===== config.mk =====
export PLATFORM = sky130hd
export DESIGN_NAME = idli_sqi_ctrl_m
export DESIGN_NICKNAME = d
export VERILOG_FILES = /design/src/rtl/idli_sqi_ctrl_m.sv
export SDC_FILE = /design/constraint.sdc
export NUM_CORES = 1
export LEC_CHECK = 0
export CORE_MARGIN = 5
export CORE_UTILIZATION = 30
export DETAILED_ROUTE_END_ITERATION = 12
export SLEW_MARGIN = 20
export SYNTH_ARGS = -nofsm -noshare
export SYNTH_HDL_FRONTEND = slang
export SYNTH_SLANG_ARGS = --single-unit
export TNS_END_PERCENT = 50

===== constraint.sdc =====
create_clock -name i_sqi_gck -period 2.4 [get_ports i_sqi_gck]
set_input_delay 0.36 -clock i_sqi_gck [delete_from_list [all_inputs] [get_ports i_sqi_gck]]
set_output_delay 0.36 -clock i_sqi_gck [all_outputs]
set_load 0.03 [all_outputs]

===== src/rtl/idli_sqi_ctrl_m.sv =====
// idli_sqi_ctrl_m: SQI initiator for one serial SRAM (cmd, 24-bit addr, dummy, data).
// Define IDLI_SQI_CTRL_BURST_EN to chain contiguous same-direction words in one CS frame.
module idli_sqi_ctrl_m (
  input  logic        i_sqi_gck,
  input  logic        i_sqi_rst_n,
  input  logic        i_sqi_req_vld,
  output logic        o_sqi_req_rdy,
  input  logic        i_sqi_req_wr,
  input  logic [15:0] i_sqi_req_addr,
  input  logic [15:0] i_sqi_req_data,
  output logic        o_sqi_rsp_vld,
  output logic [15:0] o_sqi_rsp_data,
  output logic        o_sqi_sck,
  output logic        o_sqi_cs,
  output logic [3:0]  o_sqi_sio,
  output logic        o_sqi_sio_en,
  input  logic [3:0]  i_sqi_sio
);

  typedef enum logic [2:0] {
    S_IDLE,
    S_CMD,
    S_ADDR,
    S_DUMMY,
    S_DATA,
    S_GAP
  } state_t;

  state_t      state_q;
  state_t      state_d;
  logic        ph_q;
  logic        ph_d;
  logic [2:0]  cnt_q;
  logic [2:0]  cnt_d;
  logic        en_q;
  logic        wr_q;
  logic [15:0] addr_q;
  logic [47:0] frame_q;
  logic [11:0] rd_q;
  logic [7:0]  cmd_byte;
  logic        active;
  logic        last_nib;
  logic        data_end;
  logic        burst_ok;
  logic        accept;

  assign active = (state_q == S_CMD)
               || (state_q == S_ADDR)
               || (state_q == S_DUMMY)
               || (state_q == S_DATA);

  assign data_end = (state_q == S_DATA)
                 && ph_q
                 && (cnt_q == 3'd3);

`ifdef IDLI_SQI_CTRL_BURST_EN
  // Only the next word in the same direction may extend the open frame;
  // the 0xFFFF -> 0x0000 wrap is never treated as contiguous.
  assign burst_ok = data_end
                 && (i_sqi_req_wr == wr_q)
                 && (addr_q != 16'hFFFF)
                 && (i_sqi_req_addr == addr_q + 16'd1);
`else
  assign burst_ok = 1'b0;
`endif

  assign o_sqi_req_rdy = ((state_q == S_IDLE) && en_q)
                      || burst_ok;

  assign accept = o_sqi_req_rdy && i_sqi_req_vld;

  assign cmd_byte = i_sqi_req_wr ? 8'h02 : 8'h03;

  assign o_sqi_cs  = ~active;
  assign o_sqi_sck = active & ph_q;

  assign o_sqi_sio_en = (state_q == S_CMD)
                     || (state_q == S_ADDR)
                     || ((state_q == S_DATA) && wr_q);

  assign o_sqi_sio = o_sqi_sio_en ? frame_q[47:44] : 4'h0;

  // Next state: one nibble per SCK, field length picks the hand-off point
  always_comb begin
    state_d  = state_q;
    ph_d     = ph_q;
    cnt_d    = cnt_q;
    last_nib = 1'b0;
    unique case (state_q)
      S_CMD:   last_nib = (cnt_q == 3'd1);
      S_ADDR:  last_nib = (cnt_q == 3'd5);
      S_DUMMY: last_nib = (cnt_q == 3'd1);
      S_DATA:  last_nib = (cnt_q == 3'd3);
      default: last_nib = 1'b0;
    endcase
    if (active) begin
      ph_d = ~ph_q;
      if (ph_q) begin
        cnt_d = last_nib ? 3'd0 : cnt_q + 3'd1;
        if (last_nib) begin
          unique case (state_q)
            S_CMD:   state_d = S_ADDR;
            S_ADDR:  state_d = wr_q ? S_DATA : S_DUMMY;
            S_DUMMY: state_d = S_DATA;
            default: state_d = (burst_ok && i_sqi_req_vld)
                             ? S_DATA : S_GAP;
          endcase
        end
      end
    end else if (state_q == S_GAP) begin
      cnt_d = cnt_q + 3'd1;
      if (cnt_q == 3'd1) begin
        state_d = S_IDLE;
        cnt_d   = 3'd0;
      end
    end else if (accept) begin
      state_d = S_CMD;
      ph_d    = 1'b0;
      cnt_d   = 3'd0;
    end
  end

  // FSM register; en_q holds off ready for the first cycle out of reset
  always_ff @(posedge i_sqi_gck or negedge i_sqi_rst_n) begin
    if (!i_sqi_rst_n) begin
      state_q <= S_IDLE;
      ph_q    <= 1'b0;
      cnt_q   <= 3'd0;
      en_q    <= 1'b0;
    end else begin
      state_q <= state_d;
      ph_q    <= ph_d;
      cnt_q   <= cnt_d;
      en_q    <= 1'b1;
    end
  end

  // Request capture, outgoing nibble shifter and read word assembly
  always_ff @(posedge i_sqi_gck or negedge i_sqi_rst_n) begin
    if (!i_sqi_rst_n) begin
      wr_q           <= 1'b0;
      addr_q         <= 16'h0000;
      frame_q        <= 48'h0;
      rd_q           <= 12'h000;
      o_sqi_rsp_vld  <= 1'b0;
      o_sqi_rsp_data <= 16'h0000;
    end else begin
      o_sqi_rsp_vld <= data_end;
      if (accept) begin
        wr_q   <= i_sqi_req_wr;
        addr_q <= i_sqi_req_addr;
        if (state_q == S_IDLE) begin
          frame_q <= {cmd_byte, 7'd0, i_sqi_req_addr, 1'b0,
                      i_sqi_req_data & {16{i_sqi_req_wr}}};
        end else begin
          frame_q <= {i_sqi_req_data, 32'h0};
        end
      end else if (active && ph_q) begin
        frame_q <= {frame_q[43:0], 4'h0};
      end
      if ((state_q == S_DATA) && ph_q && !wr_q) begin
        rd_q <= {rd_q[7:0], i_sqi_sio};
        if (cnt_q == 3'd3) begin
          o_sqi_rsp_data <= {rd_q, i_sqi_sio};
        end
      end
    end
  end

endmodule


==> results of run 1 <==
cells in the final DEF (no fill, tap or decap), types with 2 or more instances in the layout:
cell	Yosys	routed
dfrtp_1	86	86
clkdlybuf4s50_1	0	55
mux2i_1	43	43
o21ai_0	26	26
mux2_2	21	21
nor2_1	20	20
nand2_1	20	20
buf_4	4	16
nand3_1	12	12
mux2_4	10	10
clkbuf_16	0	9
a21oi_1	8	8
inv_1	7	7
nor3_1	5	5
dlygate4sd2_1	0	5
and2_1	5	4
a32o_1	4	4
a22o_1	3	3
ha_1	3	3
clkinv_2	0	3
buf_12	0	3
xnor2_1	2	2
nand2b_1	2	2
nand3b_1	2	2
o221ai_1	2	2
nor2b_1	2	2
a211oi_1	2	2
a21o_1	2	2
clkbuf_8	0	2
dlymetal6s2s_1	0	2
synthesized netlist by cell type, drive strengths merged (2+ instances only):
cell | number | area, um2
dfrtp | 86 | 2150
nor3 | 5 | 25.0
mux2i | 43 | 430
nand2b | 2 | 12.5
o221ai | 2 | 17.5
nor2 | 21 | 81.3
xnor2 | 2 | 17.5
mux2 | 31 | 387
clkbuf | 6 | 23.8
a21oi | 8 | 40.0
nand3b | 2 | 15.0
o21ai | 28 | 140
buf | 17 | 126
a32o | 4 | 40.0
a211oi | 2 | 15.0
a22o | 3 | 26.3
inv | 7 | 26.3
nand3 | 12 | 60.1
a21o | 2 | 15.0
nand2 | 20 | 75.1
ha | 3 | 37.5
and2 | 5 | 31.3
nor2b | 2 | 12.5
cells by family after synthesis:
logic type / Yosys count / synth area share (%)
flip-flops: 86 / 54.7
multiplexers: 74 / 20.8
AND/OR/NAND/NOR: 72 / 9.42
AO/OA/AOI/OAI: 57 / 9.10
buffers and inverters: 30 / 4.49
adder cells (fa/ha/maj): 3 / 0.955
XOR/XNOR: 2 / 0.446
other: 1 / 0.0954
critical path: stages (launching register included):
cell,delay (ps)
dfrtp_1,440
buf_4,200
nand2b_1,190
o21ai_4,480
buf_4,270
final cells by class:
class / count / area [um2]
Clock inverter: 4 / 22.5
Clock buffer: 11 / 253
Inverter: 7 / 26.3
Timing Repair Buffer: 81 / 800
Multi-Input combinational cell: 209 / 1620
Fill cell: 1243 / 7640
Sequential cell: 86 / 2150
Tap cell: 172 / 215
where the power goes:
group	switching, W	internal [W]
clock	0.000545	0.000746
sequential	0.000279	0.00189
combinational	0.00102	0.000969
layer usage:
layer / global-route usage, % / up-vias
met5: 0 / -
met4: 3.68 / 0
met3: 4.20 / 7
met2: 15.7 / 41
met1: 14.9 / 1293
li1: - / 1282
stage by stage:
stage / utilization [%] / setup TNS, ps
2_1_floorplan: - / 0
3_3_place_gp: 37.8 / 0
3_5_place_dp: 37.8 / 0
4_1_cts: 39.9 / 0
5_1_grt: 40.0 / -12.0
6_report: 40.0 / 0
state kept, by name (all words and copies together), names as in the netlist:
| signal | flops |
|---|---|
| ph_q | 1 |
| en_q | 1 |
| rd_q | 12 |
| wr_q | 1 |
| frame_q | 48 |
| state_q | 3 |
| o_sqi_rsp_vld | 1 |
| cnt_q | 3 |
| o_sqi_rsp_data | 16 |
path summary, 6_finish.rpt:
| check | start | to | slack, ps |
|---|---|---|---|
| max reg2reg | state_q[2]$_DFFE_PN0P_ | frame_q[0]$_DFFE_PN0P_ | 370 |
| max in group asynchronous | i_sqi_rst_n | frame_q[21]$_DFFE_PN0P_ | 1720 |
| max | state_q[2]$_DFFE_PN0P_ | o_sqi_sck | 110 |
| min in group i_sqi_gck | frame_q[29]$_DFFE_PN0P_ | frame_q[29]$_DFFE_PN0P_ | 480 |
| min reg2reg | frame_q[29]$_DFFE_PN0P_ | frame_q[29]$_DFFE_PN0P_ | 480 |
| min | i_sqi_rst_n | o_sqi_rsp_data[10]$_DFFE_PN0P_ | 20 |
timing repair:
action,in CTS,in global routing
cloned,0,0
hold buffers,0,0
endpoints found under the setup margin,5,3
gates resized for setup,5,2
buffers inserted,0,0
pin swaps,0,0
==> results.json, run 1 <==
{
  "post-dp-hpwl_mm": 5.71,
  "reg2regPathDepth": 5,
  "core-area_um2": 12700,
  "initialDrtViolationCount": 208,
  "clock-root-buffer": "clkbuf_16",
  "grt_use_total_pct": 10.9,
  "antenna_found_initial": 0,
  "placedCellCount": 555,
  "start_kind": "register",
  "wl_met2_mm": 3.63,
  "fmax_mhz": 437,
  "ir_drop_uv": 406,
  "die-width_um": 124,
  "viasPerCell": 4.60,
  "fin_total_pwr_w": 0.00545,
  "die_area_um2": 15500,
  "synth_area_um2": 3930,
  "post-route-period-util_pct": 95.4,
  "start_util_pct": 30.9,
  "ios": 65,
  "cts_tree": "yes",
  "cp.required_ps": 2040,
  "status": "completed",
  "hold_violations": 0,
  "leakage_nw": 2.29,
  "crit_arrival_ps": 1930,
  "syn_nets": 368,
  "synthCells": 325,
  "holdWs_ps": 18.6,
  "drv_cap": 0,
  "ys_seq_area_share_pct": 54.7,
  "min_period_ps": 2290,
  "nets": 437,
  "portBuffers": 64,
  "max_slew_margin_pct": 52.8,
  "setup_viol": 0,
  "wl_per_cell_um": 14.1,
  "dominantRegCellSynth": "dfrtp_1",
  "vias": 2623,
  "synth-edff-count": 0,
  "first_pass_iters": 4,
  "core.rowCount": 41,
  "grt_pass1_wl_mm": 13.9,
  "overflow": 0,
  "drc": 0,
  "synth-seq-cells": 86,
  "yosysWarnings": 0,
  "maxUsedRoutingLayer": "met4",
  "cp_max_fo": 14,
  "dr_wl_met3_um": 415,
  "path_class": "register to primary output",
  "synthArstFlopShare_pct": 100,
  "wl_met1_mm": 3.89,
  "clock_latency_ps": 340,
  "drv_slew": 0,
  "fin_skew_ps": 7.07,
  "rsz0062_at_grt": "true",
  "die_y_um": 124,
  "antenna_cells": 0,
  "p_per_area_nw_per_um2": 1070,
  "synth.lib_cells_used.distinct": 41,
  "hold_class": "input port to asynchronous set/reset pin",
  "crit_path_end_kind": "primary output",
  "grt_pass1_vias": 2728,
  "postSynthAreaPerCell_um2": 12.1,
  "fin_area_um2": 5080,
  "stdcell_count": 570,
  "clk_path_buf_depth": 2,
  "place_area_um2": 4810,
  "worst_pin_slew_ps": 705,
  "grt_max_degree": 50,
  "htree_levels": 3,
  "drive_above_1_share_pct": 17.8,
  "finalWirelength_mm": 8.04,
  "syn2layout_area_growth_pct": 29.3,
  "gp_congestion": 0.755,
  "antenna_left": 0,
  "cts_made_buffers": 9,
  "cts_sinks": 86,
  "cts.clk_slew.worst_paths_ps": 60,
  "place_ws_ps": 303,
  "finalWorstSetupSlack_ps": 110
}
Note: power is estimated with default switching activity, not from simulation.
==> run 2: changes to the inputs <==
--- a/config.mk
+++ b/config.mk
@@ -6,8 +6,9 @@
 export NUM_CORES = 1
 export LEC_CHECK = 0
 export CORE_MARGIN = 5
-export CORE_UTILIZATION = 30
+export CORE_UTILIZATION = 28
 export DETAILED_ROUTE_END_ITERATION = 12
+export PLACE_DENSITY = 0.57
 export SLEW_MARGIN = 20
 export SYNTH_ARGS = -nofsm -noshare
 export SYNTH_HDL_FRONTEND = slang
==> run 2 against run 1 <==
Against the previous run: core utilization shrank 3.0 points; largest power group unchanged; total power up 1.8%; final cell count increased by 1.2%; clock skew grew 1.2 ps; sequential share of layout area decreased by 0.19 points; flip-flop and latch count is the same.
==> results.json, run 2 (synthesized netlist as in run 1, its figures left out) <==
{
  "antenna_found_initial": 0,
  "drc": 0,
  "leakage_nw": 2.29,
  "min_period_ps": 2200,
  "holdPathStages": 1,
  "place_area_um2": 4790,
  "drv_cap": 0,
  "path_buf_inv": 1,
  "reg2reg_from": "state_q[2]$_DFFE_PN0P_",
  "critPathTopFamily": "simple AND/OR/NAND/NOR gates",
  "grt_pass1_wl_mm": 13.9,
  "die-width_um": 129,
  "finalWorstSetupSlack_ps": 199,
  "ir_drop_uv": 421,
  "fin_skew_ps": 8.25,
  "sw_frac_of_total_pct": 33.4,
  "setup_viol": 0,
  "final_common_cell": "dfrtp_1",
  "portBuffers": 64,
  "clock_latency_ps": 340,
  "core.rowCount": 43,
  "gp_congestion": 0.795,
  "crit_arrival_ps": 1840,
  "grt_max_degree": 37,
  "worst_path_largest_cell_delay_ps": 410,
  "drv_slew": 0,
  "cp_max_fo": 5,
  "syn2layout_area_growth_pct": 29.9,
  "slowest_stage": "dfrtp_1",
  "cts_made_buffers": 9,
  "cts_tree": "yes",
  "p_per_area_nw_per_um2": 1090,
  "largest_reg_flops": 48,
  "die_area_um2": 16500,
  "stdcell_count": 577,
  "holdWs_ps": 486,
  "hold_violations": 0,
  "cp.required_ps": 2040,
  "grt_pass1_vias": 2749,
  "fin_area_um2": 5110,
  "fmax_mhz": 454,
  "first_pass_iters": 4,
  "wl_per_cell_um": 14.2,
  "path_class": "register to primary output",
  "status": "completed",
  "power_frac_clock_pct": 26.1,
  "drive_above_1_share_pct": 16.9,
  "r2r_setup_slack_ps": 490,
  "core-area_um2": 13800,
  "overflow": 0,
  "finalWirelength_mm": 8.18,
  "post-dp-hpwl_mm": 5.77,
  "placedCellCount": 560,
  "clk_path_buf_depth": 2,
  "clock-root-buffer": "clkbuf_16",
  "place_ws_ps": 280,
  "die_y_um": 129,
  "p_sw_w": 0.00185,
  "fin_setup_tns_ps": 0,
  "rsz0062_at_grt": "false",
  "htree_levels": 3,
  "initialDrtViolationCount": 234,
  "grt_use_total_pct": 10.5,
  "combPwrFrac_pct": 34.7,
  "hold_path_end": "frame_q[29]$_DFFE_PN0P_",
  "worst_pin_slew_ps": 700,
  "power.internal_w": 0.00369,
  "crit_path_end_kind": "primary output",
  "reg_top3": "frame_q x48, o_sqi_rsp_data x16, rd_q x12",
  "antenna_left": 0,
  "regMostFlops": "frame_q",
  "max_slew_margin_pct": 53.2,
  "cts.clk_slew.worst_paths_ps": 60,
  "antenna_cells": 0,
  "hold_class": "register to register",
  "start_kind": "register",
  "reg2regPathDepth": 5,
  "seqPwrFrac_pct": 39.1,
  "vias": 2668,
  "r2r-end": "frame_q[27]$_DFFE_PN0P_",
  "path_cells": "nor2_2 > a31o_2 > and2_1 > dlygate4sd2_1",
  "start_util_pct": 28.4,
  "final_cell_mix": "dfrtp_1, clkdlybuf4s50_1, mux2i_1",
  "min_from": "frame_q[29]$_DFFE_PN0P_",
  "ios": 65,
  "viasPerCell": 4.62,
  "cts_sinks": 86,
  "nets": 435,
  "post-route-period-util_pct": 91.7
}
run 2: changes by cell type in the layout (fill, tap and decap cells not counted):
cell and change:
buf_12 -1, buf_4 -2, bufinv_16 +1, clkbuf_1 +2
clkbuf_8 +1, clkinv_2 -3, clkinv_4 +1, clkinvlp_4 -1
dlygate4sd3_1 +1
run 2: stage by stage:
| step | power (W) | util [%] |
|---|---|---|
| 6_report | 0.00554 | 36.9 |
| 5_1_grt | 0.00594 | 36.9 |
| 4_1_cts | 0.00563 | 36.9 |
| 3_5_place_dp | 0.00418 | 34.6 |
| 3_3_place_gp | 0.00411 | 34.6 |
| 2_1_floorplan | 0.00358 | - |
run 2: worst max-delay path by stage:
| stage | startpoint | endpoint | slack [ps] | cells after the start |
|---|---|---|---|---|
| after CTS | state_q[1]$_DFFE_PN0P_ | o_sqi_req_rdy | 30 | 3 |
| after global routing | state_q[1]$_DFFE_PN0P_ | o_sqi_sio[1] | 100 | 4 |
| final | state_q[1]$_DFFE_PN0P_ | o_sqi_sio[1] | 200 | 4 |
| after global placement | state_q[1]$_DFFE_PN0P_ | o_sqi_sio[2] | 330 | 4 |
| after floorplan | state_q[1]$_DFFE_PN0P_ | frame_q[28]$_DFFE_PN0P_ | 560 | 7 |
| after detailed placement | state_q[1]$_DFFE_PN0P_ | o_sqi_sio[0] | 280 | 4 |
run 2: metal layers:
metal	up-vias	track usage, %	share of wire [%]
met2	69	15.2	43
met5	-	0	0
li1	1286	-	-
met3	14	2.82	5.6
met1	1299	15.1	50
met4	0	4.08	1.8
run 2: layout make-up:
class	instances	area [um2]
Clock buffer	14	274
Clock inverter	2	38.8
Fill cell	1335	8720
Inverter	7	26.3
Multi-Input combinational cell	209	1620
Sequential cell	86	2150
Tap cell	180	225
Timing Repair Buffer	79	774
run 2: repair_timing:
item	in CTS	in global routing
endpoints found under the hold margin	33	0
hold buffers	1	0
endpoints found under the setup margin	5	2
resized for setup	5	2
pin swaps	0	0
buffers inserted	0	0
run 2: power groups by stage:
stage,logic [W],clock network [W],registers (W)
2_1_floorplan,0.00149,0,0.00209
3_3_place_gp,0.00192,0,0.00219
3_5_place_dp,0.00198,0,0.00220
4_1_cts,0.00196,0.00150,0.00218
5_1_grt,0.00215,0.00155,0.00224
6_report,0.00192,0.00145,0.00217
